File: config.mk
export PLATFORM = sky130hd
export DESIGN_NAME = twos_to_signmag
export DESIGN_NICKNAME = d
export VERILOG_FILES = /design/src/rtl/twos_to_signmag.sv
export SDC_FILE = /design/constraint.sdc
export NUM_CORES = 1
export LEC_CHECK = 0
export ABC_CLOCK_PERIOD_IN_PS = 5200
export BUFFER_PORTS_ARGS = -buffer_cell sky130_fd_sc_hd__buf_2
export CAP_MARGIN = 20
export CORE_MARGIN = 5
export CORE_UTILIZATION = 36
export DETAILED_ROUTE_END_ITERATION = 10
export GPL_TIMING_DRIVEN = 1
export HOLD_SLACK_MARGIN = 0.1
export PLACE_DENSITY_LB_ADDON = 0.05
export SLEW_MARGIN = 20
export SYNTH_ARGS = -nofsm -noshare
export SYNTH_HDL_FRONTEND = slang
export SYNTH_SLANG_ARGS = --single-unit
File: constraint.sdc
create_clock -name clk -period 5.2 [get_ports clk]
set_input_delay 0.26 -clock clk [delete_from_list [all_inputs] [get_ports clk]]
set_output_delay 0.26 -clock clk [all_outputs]
set_load 0.05 [all_outputs]
File: src/rtl/twos_to_signmag.sv
// twos_to_signmag: bit-serial two's-complement to sign-magnitude converter.
// The word is consumed LSB first, one bit per clock. Negative words use
// copy-until-first-one-then-invert to form -din; positive words pass through.
// Latency is fixed at WIDTH shift cycles regardless of the data value.
module twos_to_signmag #(
  parameter int WIDTH = 32
) (
  input  logic             clk,
  input  logic             rst,
  input  logic             in_valid,
  output logic             in_ready,
  input  logic [WIDTH-1:0] din,
  output logic             out_valid,
  input  logic             out_ready,
  output logic             sign,
  output logic [WIDTH-1:0] mag,
  output logic             busy
);

  localparam int CW = (WIDTH > 2) ? $clog2(WIDTH) : 1;
  localparam logic [CW-1:0] LAST_BIT = CW'(WIDTH - 1);

  typedef enum logic [1:0] {
    IDLE  = 2'd0,
    SHIFT = 2'd1,
    DONE  = 2'd2
  } state_t;

  state_t          state_q, state_d;
  logic [WIDTH-1:0] sr_q, sr_d;
  logic [WIDTH-1:0] mag_q, mag_d;
  logic [CW-1:0]    cnt_q, cnt_d;
  logic             sign_q, sign_d;
  logic             seen_q, seen_d;

  // Current LSB and the corresponding magnitude bit produced this cycle.
  logic b, obit;

  // Serial datapath bit: once a one has gone by, a negative word's bits invert.
  always_comb begin
    b    = sr_q[0];
    obit = (sign_q && seen_q) ? ~b : b;
  end

  // Next-state and datapath update.
  always_comb begin
    state_d = state_q;
    sr_d    = sr_q;
    mag_d   = mag_q;
    cnt_d   = cnt_q;
    sign_d  = sign_q;
    seen_d  = seen_q;
    unique case (state_q)
      IDLE: begin
        if (in_valid) begin
          sr_d    = din;
          sign_d  = din[WIDTH-1];
          seen_d  = 1'b0;
          cnt_d   = '0;
          mag_d   = '0;
          state_d = SHIFT;
        end
      end
      SHIFT: begin
        if (sign_q) seen_d = seen_q | b;
        mag_d = {obit, mag_q[WIDTH-1:1]};
        sr_d  = {1'b0, sr_q[WIDTH-1:1]};
        cnt_d = cnt_q + 1'b1;
        if (cnt_q == LAST_BIT) begin
          cnt_d   = '0;
          state_d = DONE;
        end
      end
      DONE: begin
        if (out_ready) state_d = IDLE;
      end
      default: state_d = IDLE;
    endcase
  end

  // State and datapath registers; reset discards any in-flight conversion.
  always_ff @(posedge clk or posedge rst) begin
    if (rst) begin
      state_q <= IDLE;
      sr_q    <= '0;
      mag_q   <= '0;
      cnt_q   <= '0;
      sign_q  <= 1'b0;
      seen_q  <= 1'b0;
    end else begin
      state_q <= state_d;
      sr_q    <= sr_d;
      mag_q   <= mag_d;
      cnt_q   <= cnt_d;
      sign_q  <= sign_d;
      seen_q  <= seen_d;
    end
  end

  // Handshake and status decodes; sign/mag are qualified by out_valid only.
  always_comb begin
    in_ready  = (state_q == IDLE);
    out_valid = (state_q == DONE);
    busy      = (state_q != IDLE);
    sign      = sign_q;
    mag       = mag_q;
  end

endmodule

After elaboration in Yosys (flattened, before gate mapping). Index checks and enable logic that the tools add are counted.

Input bits: 36. Flip-flop bits (word level): 73. Logic and storage cells: 39.

Bitwise operators: 2. Multiplexer cells: 15. Equal/unequal tests: 7. Add/sub/neg operators: 1. Reductions and logical operators: 8.

Operator list (number): $pmux 32 s2 (2); $mux 32 (2); $mux 5 (2); $pmux 5 s2 (1); $mux 2 (3); $ne 2x2->1 const B (3); $pmux 2 s3 (1); $reduce_and 3->1 (2); $add 5x1->5 const B (1); $eq 5x5->1 const B (1); $reduce_and 2->1 (2); $reduce_bool 2->1 (2); $mux 1 (3); $eq 2x1->1 const B (1); $eq 2x2->1 const B (1); $logic_not 2->1 (1); $ne 2x1->1 const B (1); $pmux 1 s2 (1); $logic_and 1x1->1 (1); $not 1->1 (1); $or 1x1->1 (1).

Longest topological paths before layout. Gate-level depths: netlist (run 1).

Depth in word-level cells: 3. Mapped depth: 6. Depth with buffers taken out: 6.

Least setup slack after synthesis (run 1). OpenSTA, ideal clock, no wires.

Path type: register to output. Start: register state_q[1]. End: output port busy. Arrival: 1.700 ns. Stages on the path, launching flop included: 4. Setup slack: 3.240 ns. Path through: dfrtp_1 -> buf_6 -> nor2_1 -> inv_1.

Word-level cells in the longest chain between the ends: 1.

RTL lines: start, declared (RTL line 29) `state_t state_q, state_d;`; start signal, assigned (RTL line 91) `state_q <= state_d;`; $reduce_bool 2->1 (RTL line 104) `busy = (state_q != IDLE);`; end, declared (RTL line 17) `output logic busy`.

No other way between the ends.

Worst setup path in the final report (run 1).
Start: register state_q[0]. End: register sr_q[0].

Word-level cells in the longest chain between the ends: 3.

RTL lines: $eq 2x1->1 or $logic_not 2->1 (tied branches) (RTL line 53) `unique case (state_q)`; $reduce_bool 2->1 (no line) or $ne 2x2->1 (tied branches); $reduce_and 2->1 (no line); end signal, assigned (RTL line 92) `sr_q <= sr_d;`; end, declared (RTL line 30) `logic [WIDTH-1:0] sr_q, sr_d;`.

Several ways; a longest one is shown, not always the timed one. A chain may end at the register's enable or synchronous reset.

==> run summary, run 1 <==
status: finished clean
post-synth top area cell: dfrtp_1
PwrDens: 550 mW/mm2
area of the mapped netlist: 0.00330 mm2
die width: 106 um
CTS tree: done
height of the die: 106 um
worst slew pin tran: 0.991 ns
drt total wl: 7.38 mm
Synth Area in Adders: 0.00759
main combinational cell family by area after synthesis: compound AO/OA/AOI/OAI gates
syn_nets: 335
Seq/Total Area, Yosys: 0.554
grt ovf: 0
Nets: 394
Initial Utilization: 0.364
worst vdd ir: 0.208 mV
critical path class: reg -> reg
Hold Fails Final Rpt: 0
hold crit path type: in -> async
Synth Area in XOR/XNOR: 0.00266
Simple-Gate Fraction of Synth Area: 0.0991
required time of the worst setup path: 5.46 ns
Synth Area in Compound Gates: 0.270
Skew-Pair Late Insertion Delay: 0.34 ns
largest net degree at the start of global routing: 74
LEAKAGE: 1.91 nW
Gate Count Post-Synth: 297
flops & latches, synth: 73
RSZ-0062 raised after global routing: no
clock sinks: 73
CTS Buffer Depth: 2
Worst-path clk slew: 0.08 ns
post-CTS setup buffers: 0
worst slack at placement: 3.04 ns
drt wl/cell: 15.6 um
Synth top area share: 0.554
clock skew: 0.0111 ns
maxcap violations: 0
die footprint: 0.0112 mm2
ANT cells: 0
Setup crit end kind: flip-flop
fin crit share: 0.413
CP arrival: 2.41 ns
ANT nets after route: 0
setup ws final: 3.05 ns
initial antenna violation count: 0
Slew headroom: 0.339
Core Area: 0.00906 mm2
via/cell ratio: 5.14
layout cells sized above 1: 0.260
first-pass GRT wire length: 12.4 mm
DRT iter0 DRCs: 146
Netlist cell types: 24
via count: 2428
placer's final routability congestion estimate: 0.700
Port-buffer cells: 71
Worst setup SP type: flip-flop
WHS: 0.179 ns
I/O Pins: 72
Tot GR Track Use: 0.139
Rows: 35
Finish-stage setup viols: 0
Max Slew Vio Count: 0
hold buffer count at cts: 0
CTS root buf: clkbuf_8
DRC violations left: 0
post-CTS sizing: 0
Fmax: 465 MHz
TritonCTS buffer count: 9
vias in the first global route: 2461
post-route minimum period: 2.15 ns
Util after Layout: 0.423
YS warnings: 0
Synth Area per Inst: 11.1 um2
multiplexer share of the synthesized area: 0.00342
Area Overhead vs Synth: 16.3%
Fin Setup TNS: 0 ns
HPWL after DPL: 4.47 mm
H-tree depth: 3
crit-path max FO: 34
TritonRoute pass-1 iters: 4
synth top area cells: dfrtp_1 55%, a22o_1 9.6%, a22oi_1 5.9%
==> metal layers <==
metal | up-vias | GRT usage | part of all wire
met5 | - | 0 | 0
li1 | 1198 | - | -
met1 | 1175 | 0.191 | 0.49
met2 | 47 | 0.205 | 0.44
met3 | 8 | 0.0465 | 0.049
met4 | 0 | 0.0453 | 0.012
==> cell families (layout without fill, tap and decap cells) <==
group | count (synthesis) | count (layout)
compound gates | 135 | 135
flops | 73 | 73
simple gates | 53 | 53
buf+inv | 32 | 96
fa+ha+maj | 2 | 2
xor+xnor | 1 | 1
mux | 1 | 1
==> sequential cells by signal, indices dropped and copies added (netlist names) <==
name and count:
mag 32, sr_q 32, cnt_q 5, state_q 2, seen_q 1, sign 1
==> layout make-up <==
type                    instances  area, um2
clock buffers                  10        128
clock inverters                 6       67.6
fillers                       877       5230
inverters                       5       18.8
multi-input cells             192       1270
flip-flops and latches         73       1830
well taps                     111        139
repair buffers                 75        385
==> critical path: stages (launching register included) <==
cell and delay, ns:
dfrtp_1 0.68, nor2b_4 0.71, buf_4 0.46, a22oi_1 0.11, o21ai_1 0.10
==> cells in the mapped netlist <==
library cell and number:
and3b_1 6, ha_1 2, buf_4 5, o21bai_4 1, dfrtp_1 73, buf_2 7, a22oi_1 26, xnor2_1 1
nand2_1 9, or3_1 2, buf_6 8, nor2b_1 23, nand2b_1 2, nor2_1 2, inv_1 5, and2b_1 7
o21ai_1 22, o21ai_0 14, mux2_2 1, and3_1 1, a21oi_1 36, clkbuf_1 7, nand3_1 1, a22o_1 36
==> worst paths after layout <==
| check | startpoint | end | slack (ns) | cells past startpoint |
|---|---|---|---|---|
| worst max-delay path | state_q[0]$_DFFE_PP0P_ | sr_q[0]$_DFFE_PP0P_ | 3.05 | 4 |
| worst min-delay path | rst | mag[24]$_DFFE_PP0P_ | 0.18 | 3 |
| worst max register to register | state_q[0]$_DFFE_PP0P_ | sr_q[0]$_DFFE_PP0P_ | 3.05 | 4 |
| worst min register to register | sr_q[30]$_DFFE_PP0P_ | sr_q[30]$_DFFE_PP0P_ | 0.50 | 2 |
| max in group asynchronous | rst | sr_q[17]$_DFFE_PP0P_ | 4.43 | 3 |
| min in group clk | din[6] | sr_q[6]$_DFFE_PP0P_ | 0.18 | 3 |
==> per-stage QoR <==
step	total power (W)	std cells	instance area, um2
3_3_place_gp	0.00168	456	3640
3_5_place_dp	0.00168	456	3640
6_report	0.00211	472	3830
4_1_cts	0.00213	472	3830
5_1_grt	0.00225	472	3830
2_1_floorplan	0.00151	297	3300
==> power by group <==
| group | switching, W | leakage, nW | internal [W] | total (W) |
|---|---|---|---|---|
| Sequential | 0.000157 | 0.954 | 0.000763 | 0.000920 |
| Clock | 0.000222 | 0.0929 | 0.000223 | 0.000446 |
| Combinational | 0.000474 | 0.859 | 0.000268 | 0.000742 |
==> placed cells by master, fill, tap and decap left out <==
cell type,netlist,final
o21ai_1,22,22
bufinv_16,0,1
nand2b_1,2,2
nand2_1,9,9
o21bai_4,1,1
and3b_1,6,6
a21oi_1,36,36
nor2b_1,23,22
clkinv_4,0,1
xnor2_1,1,1
dfrtp_1,73,73
and3_1,1,1
a22oi_1,26,26
o21ai_0,14,14
nor2b_4,0,1
buf_2,7,71
mux2_2,1,1
nand3_1,1,1
clkinv_2,0,1
and2b_1,7,7
clkinvlp_4,0,2
buf_4,5,4
clkbuf_8,0,9
nor2_1,2,2
clkbuf_1,7,1
a22o_1,36,36
inv_1,5,4
or3_1,2,2
ha_1,2,2
inv_2,0,1
inv_6,0,1
No activity file was read; power rests on OpenSTA's default activity.
==> run 2: changes to the inputs <==
Settings changed: ABC_CLOCK_PERIOD_IN_PS 5200 to 1880.
Clock period 5.2 ns to 1.88 ns, I/O delays scaled along.
==> run 2 against run 1 <==
  * Sequential power grew to 2.8 times the previous value
  * Setup slack lost 2.9 ns
  * Register-to-register slack lost 2.8 ns
  * Non-clock buffer count grew 36
  * Worst hold slack lost 0.011 ns
  * Die area is the same
  * Sequential share of layout area shrank 4.1 points
  * First-iteration DRC count shrank 17%
  * Largest power group unchanged
  * Clock skew shrank 0.00082 ns
==> run summary, run 2 (synthesis results as in run 1) <==
FILL cells: 874 (was 877)
hold crit path type: in -> reg (was in -> async)
LEAKAGE: 2.07 nW (was 1.91 nW)
grt ovf: 0 (unchanged)
Rows: 35 (unchanged)
die footprint: 0.0112 mm2 (unchanged)
clock sinks: 73 (unchanged)
Setup crit end kind: output pin (was flip-flop)
first-pass GRT wire length: 13.4 mm (was 12.4 mm)
CP delay by family, top: buffers and inverters (was simple AND/OR/NAND/NOR gates)
CTS Buffer Depth: 2 (unchanged)
fin crit share: 0.897
post-CTS setup buffers: 0 (unchanged)
height of the die: 106 um (unchanged)
Port-buffer cells: 71 (unchanged)
H-tree depth: 3 (unchanged)
CTS root buf: clkbuf_8 (unchanged)
placer's final routability congestion estimate: 0.705 (was 0.700)
die width: 106 um (unchanged)
required time of the worst setup path: 1.79 ns (was 5.46 ns)
Tot Pwr: 0.00583 W (was 0.00211 W)
Worst-path clk slew: 0.08 ns (about the same)
CTS tree: done (unchanged)
max incr delay on CP: 0.48 ns (was 0.71 ns)
placed cell area: 0.00372 mm2 (was 0.00364 mm2)
ANT nets after route: 0 (unchanged)
PwrDens: 1390 mW/mm2 (was 550 mW/mm2)
vias in the first global route: 2657 (was 2461)
Worst setup SP type: flip-flop (unchanged)
layout cells sized above 1: 0.254 (was 0.260)
Slew headroom: 0.622 (was 0.339)
CP arrival: 1.59 ns (was 2.41 ns)
status: finished clean (unchanged)
DRT iter0 DRCs: 121 (was 146)
via/cell ratio: 5.12 (was 5.14)
worst slew pin tran: 0.566 ns (was 0.991 ns)
RSZ-0062 raised after global routing: no (unchanged)
worst slack at placement: 0.316 ns (was 3.04 ns)
drt wl/cell: 15.2 um (was 15.6 um)
critical path class: reg -> out (was reg -> reg)
Tot GR Track Use: 0.147 (was 0.139)
Fin Setup TNS: 0 ns (unchanged)
met3 usage: 0.0361 (was 0.0465)
Max Slew Vio Count: 0 (unchanged)
via count: 2600 (was 2428)
Most Crowded Layer GR: met2 (unchanged)
ANT cells: 0 (unchanged)
initial antenna violation count: 0 (unchanged)
Fmax: 593 MHz
maxcap violations: 0 (unchanged)
drt total wl: 7.74 mm (was 7.38 mm)
commonest non-fill, non-tap cells in the layout: 73 x dfrtp_1, 71 x buf_2, 36 x a21oi_1, 36 x a22o_1, 29 x dlygate4sd3_1 (was 73 x dfrtp_1, 71 x buf_2, 36 x a21oi_1, 36 x a22o_1, 26 x a22oi_1)
I/O Pins: 72 (unchanged)
DRC violations left: 0 (unchanged)
M2 GR Usage: 0.238 (was 0.205)
largest net degree at the start of global routing: 74 (unchanged)
Core Area: 0.00906 mm2 (unchanged)
Finish-stage setup viols: 0 (unchanged)
worst vdd ir: 0.573 mV (was 0.208 mV)
Area Overhead vs Synth: 27.3% (was 16.3%)
post-route minimum period: 1.69 ns
final instance area: 0.00419 mm2 (was 0.00383 mm2)
commonest non-fill, non-tap cell in the layout: dfrtp_1 (unchanged)
setup ws final: 0.194 ns (was 3.05 ns)
Nets: 430 (was 394)
Hold Fails Final Rpt: 0 (unchanged)
TritonCTS buffer count: 9 (unchanged)
slowest CP cell: dfrtp_1 (was nor2b_4)
clock skew: 0.0103 ns (was 0.0111 ns)
HPWL after DPL: 4.67 mm (was 4.47 mm)
critical-path cell list: buf_6 -> nor2_1 -> inv_1 -> buf_2 (was nor2b_4 -> buf_4 -> a22oi_1 -> o21ai_1)
worst path bufs/invs: 3 (was 1)
crit-path max FO: 40 (was 34)
Skew-Pair Late Insertion Delay: 0.34 ns (about the same)
TritonRoute pass-1 iters: 4 (unchanged)
GR Util met1: 0.193 (was 0.191)
Initial Utilization: 0.364 (unchanged)
WHS: 0.168 ns (was 0.179 ns)
-- run 2: cell types whose count changed in the layout (fill, tap and decap cells not counted), sizes merged --
cell / delta
buf: +7
bufinv: -1
clkbuf: +1
dlygate4sd3: +29
-- run 2: cell type report --
cell class / count / area, um2 / share of cell area
flip-flops and latches: 73 / 1830 / 0.436
multi-input cells: 192 / 1270 / 0.303
repair buffers: 111 / 757 / 0.180
clock buffers: 11 / 141 / 0.0337
well taps: 111 / 139 / 0.0331
clock inverters: 5 / 38.8 / 0.00925
inverters: 5 / 22.5 / 0.00537
-- run 2: path summary, 6_finish.rpt --
check,from,endpoint,slack [ns],depth (start not counted)
worst max-delay path,state_q[0]$_DFFE_PP0P_,busy,0.19,4
worst min-delay path,din[28],sr_q[28]$_DFFE_PP0P_,0.17,4
worst max register to register,state_q[0]$_DFFE_PP0P_,mag[18]$_DFFE_PP0P_,0.30,3
worst min register to register,sr_q[30]$_DFFE_PP0P_,sr_q[30]$_DFFE_PP0P_,0.48,2
max in group asynchronous,rst,sign$_DFFE_PP0P_,1.18,4
min in group asynchronous,rst,mag[0]$_DFFE_PP0P_,0.40,4
-- run 2: metal layers --
metal / wire length (um) / vias up / share of wire
li1: - / 1273 / -
met1: 3660 / 1270 / 0.47
met2: 3680 / 48 / 0.48
met3: 301 / 9 / 0.039
met4: 97 / 0 / 0.013
met5: 0 / - / 0
-- run 2: metrics by stage --
| step | instances | utilization |
|---|---|---|
| after floorplan | 297 | - |
| after global placement | 463 | 0.410 |
| after detailed placement | 463 | 0.410 |
| after CTS | 508 | 0.462 |
| after global routing | 508 | 0.463 |
| final | 508 | 0.463 |
-- run 2: where the power goes --
| group | internal, W | switching [W] | total [W] | leakage, nW |
|---|---|---|---|---|
| sequential | 0.00211 | 0.000434 | 0.00255 | 0.954 |
| combinational | 0.000808 | 0.00133 | 0.00214 | 1.02 |
| clock | 0.000526 | 0.000613 | 0.00114 | 0.0903 |
-- run 2: tightest hold or removal path, stage by stage --
cell and delay (ns):
buf_2 0.07, and3b_1 0.14, a21oi_1 0.04, o21ai_0 0.13
-- run 2: repair_timing --
action,4_1_cts,5_1_grt
hold buffers,29,0
hold endpoints to repair,102,0
resized for setup,0,1
setup endpoints to repair,0,1
==> run 3: changes to the inputs <==
==> constraint.sdc (replaced) <==
create_clock -name clk -period 1.88 [get_ports clk]
set_input_delay 0.188 -clock clk [delete_from_list [all_inputs] [get_ports clk]]
set_output_delay 0.188 -clock clk [all_outputs]
set_load 0.05 [all_outputs]
==> run 3 against run 2 <==
  * Sequential share of layout area grew 1.1 points
  * Via count shrank 1.0%
  * Combinational power is essentially flat
  * Cell count shrank 2.8%
  * Die area is the same
  * Count of clock-buffer cells in the layout shrank 2
  * Global-route usage shrank 0.66 points
  * Total power grew 0.54%
  * Routed wire length shrank 2.5%
  * Critical path type unchanged
==> run summary, run 3 (synthesis results as in run 1) <==
Worst-path clk slew: 0.08 ns (about the same)
register-to-register setup slack: 0.40 ns (was 0.30 ns)
worst slack at placement: 0.415 ns (was 0.316 ns)
critical path class: reg -> out (unchanged)
Rows: 35 (unchanged)
Port-buffer cells: 71 (unchanged)
Initial Utilization: 0.364 (unchanged)
TritonRoute pass-1 iters: 4 (unchanged)
maxcap violations: 0 (unchanged)
drt total wl: 7.55 mm (was 7.74 mm)
Area Overhead vs Synth: 24.1% (was 27.3%)
height of the die: 106 um (unchanged)
worst slew pin tran: 0.518 ns (was 0.566 ns)
met3 usage: 0.0386 (was 0.0361)
CTS root buf: clkbuf_8 (unchanged)
FILL cells: 867 (was 874)
worst vdd ir: 0.769 mV (was 0.573 mV)
FF-to-FF path depth: 3 (unchanged)
CTS tree: done (unchanged)
initial antenna violation count: 0 (unchanged)
Worst setup SP type: flip-flop (unchanged)
crit-path max FO: 18 (was 40)
placer's final routability congestion estimate: 0.716 (was 0.705)
Finish-stage setup viols: 0 (unchanged)
CP arrival: 1.60 ns (was 1.59 ns)
Reg-to-Reg End: mag[27]$_DFFE_PP0P_ (was mag[18]$_DFFE_PP0P_)
LEAKAGE: 2.02 nW (was 2.07 nW)
post-CTS setup buffers: 0 (unchanged)
hold crit path type: in -> reg (unchanged)
DRT iter0 DRCs: 107 (was 121)
H-tree depth: 3 (unchanged)
M2 GR Usage: 0.229 (was 0.238)
Hold Fails Final Rpt: 0 (unchanged)
setup ws final: 0.0958 ns (was 0.194 ns)
Setup crit end kind: output pin (unchanged)
drt wl/cell: 15.3 um (was 15.2 um)
Fin Setup TNS: 0 ns (unchanged)
Core Area: 0.00906 mm2 (unchanged)
first-pass GRT wire length: 12.8 mm (was 13.4 mm)
via/cell ratio: 5.21 (was 5.12)
Nets: 416 (was 430)
PwrDens: 1430 mW/mm2 (was 1390 mW/mm2)
die footprint: 0.0112 mm2 (unchanged)
Max Slew Vio Count: 0 (unchanged)
HPWL after DPL: 4.82 mm (was 4.67 mm)
Fmax: 560 MHz (was 593 MHz)
TritonCTS buffer count: 9 (unchanged)
die width: 106 um (unchanged)
Most Crowded Layer GR: met2 (unchanged)
status: finished clean (unchanged)
Tot GR Track Use: 0.140 (was 0.147)
clock skew: 0.00825 ns (was 0.0103 ns)
hold path startpoint: din[1] (was din[28])
ANT nets after route: 0 (unchanged)
RSZ-0062 raised after global routing: no (unchanged)
fin crit share: 0.949 (was 0.897)
CTS Buffer Depth: 2 (unchanged)
commonest non-fill, non-tap cells in the layout: 73 x dfrtp_1, 71 x buf_2, 36 x a21oi_1, 36 x a22o_1, 26 x a22oi_1 (was 73 x dfrtp_1, 71 x buf_2, 36 x a21oi_1, 36 x a22o_1, 29 x dlygate4sd3_1)
vias in the first global route: 2542 (was 2657)
post-route minimum period: 1.78 ns (was 1.69 ns)
layout cells sized above 1: 0.266 (was 0.254)
grt ovf: 0 (unchanged)
DRC violations left: 0 (unchanged)
worst hold path depth: 3 (was 4)
worst reg2reg startpoint: state_q[0]$_DFFE_PP0P_ (unchanged)
commonest non-fill, non-tap cell in the layout: dfrtp_1 (unchanged)
GR Util met1: 0.180 (was 0.193)
clock sinks: 73 (unchanged)
largest net degree at the start of global routing: 44 (was 74)
required time of the worst setup path: 1.69 ns (was 1.79 ns)
Slew headroom: 0.654 (was 0.622)
via count: 2574 (was 2600)
ANT cells: 0 (unchanged)
hold-critical path endpoint: sr_q[1]$_DFFE_PP0P_ (was sr_q[28]$_DFFE_PP0P_)
Skew-Pair Late Insertion Delay: 0.35 ns (was 0.34 ns)
I/O Pins: 72 (unchanged)
-- run 3: cell types whose count changed in the layout (fill, tap and decap cells not counted), moves of 2 or more --
cell | previous run | this run
inv_6 | 2 | 4
buf_12 | 2 | 4
buf_4 | 8 | 5
dlygate4sd3_1 | 29 | 16
-- run 3: timing repair --
action / in CTS / in global routing
endpoints found under the hold margin: 36 / 0
endpoints found under the setup margin: 0 / 1
hold buffers: 16 / 0
gates resized for setup: 0 / 1
-- run 3: worst max-delay path by stage --
stage	start	endpoint	slack (ns)	cells after the start
global placement	cnt_q[0]$_DFFE_PP0P_	cnt_q[2]$_DFFE_PP0P_	0.40	6
global route	state_q[1]$_DFFE_PP0P_	out_valid	0.006	3
floorplan	state_q[0]$_DFFE_PP0P_	state_q[1]$_DFFE_PP0P_	0.21	4
detailed placement	state_q[0]$_DFFE_PP0P_	sign$_DFFE_PP0P_	0.42	4
CTS	state_q[0]$_DFFE_PP0P_	busy	0.05	4
finish	state_q[1]$_DFFE_PP0P_	out_valid	0.1	3
-- run 3: metal layers --
metal / wire length, um / vias to the layer above / part of all wire
met2: 3650 / 52 / 0.48
li1: - / 1250 / -
met5: 0 / - / 0
met1: 3460 / 1264 / 0.46
met4: 80 / 0 / 0.011
met3: 366 / 8 / 0.048
-- run 3: layout make-up --
class	count	area, um2	share of cell area
multi-input cells	192	1270	0.311
repair buffers	97	644	0.158
clock buffers	9	124	0.0303
well taps	111	139	0.0340
clock inverters	7	61.3	0.0150
flip-flops and latches	73	1830	0.447
inverters	5	22.5	0.00551
-- run 3: critical path, stage by stage, from the launching register on --
cell and delay, ns:
dfrtp_1 0.47, buf_4 0.27, nor2b_1 0.21, buf_2 0.29
-- run 3: through the flow --
stage	hold WS, ns	area (um2)	util	cells	power [W]
after CTS	0.102	4090	0.451	494	0.00594
after detailed placement	0.259	3740	0.413	462	0.00471
after global placement	0.267	3740	0.413	462	0.00469
final	0.119	4090	0.451	494	0.00586
after global routing	0.112	4090	0.451	494	0.00625
after floorplan	0.338	3300	-	297	0.00418
-- run 3: report_power, final --
| part | total [W] | switching [W] | internal, W | leakage (nW) |
|---|---|---|---|---|
| clock network | 0.00118 | 0.000669 | 0.000507 | 0.0892 |
| logic | 0.00214 | 0.00134 | 0.000803 | 0.974 |
| registers | 0.00254 | 0.000430 | 0.00211 | 0.954 |
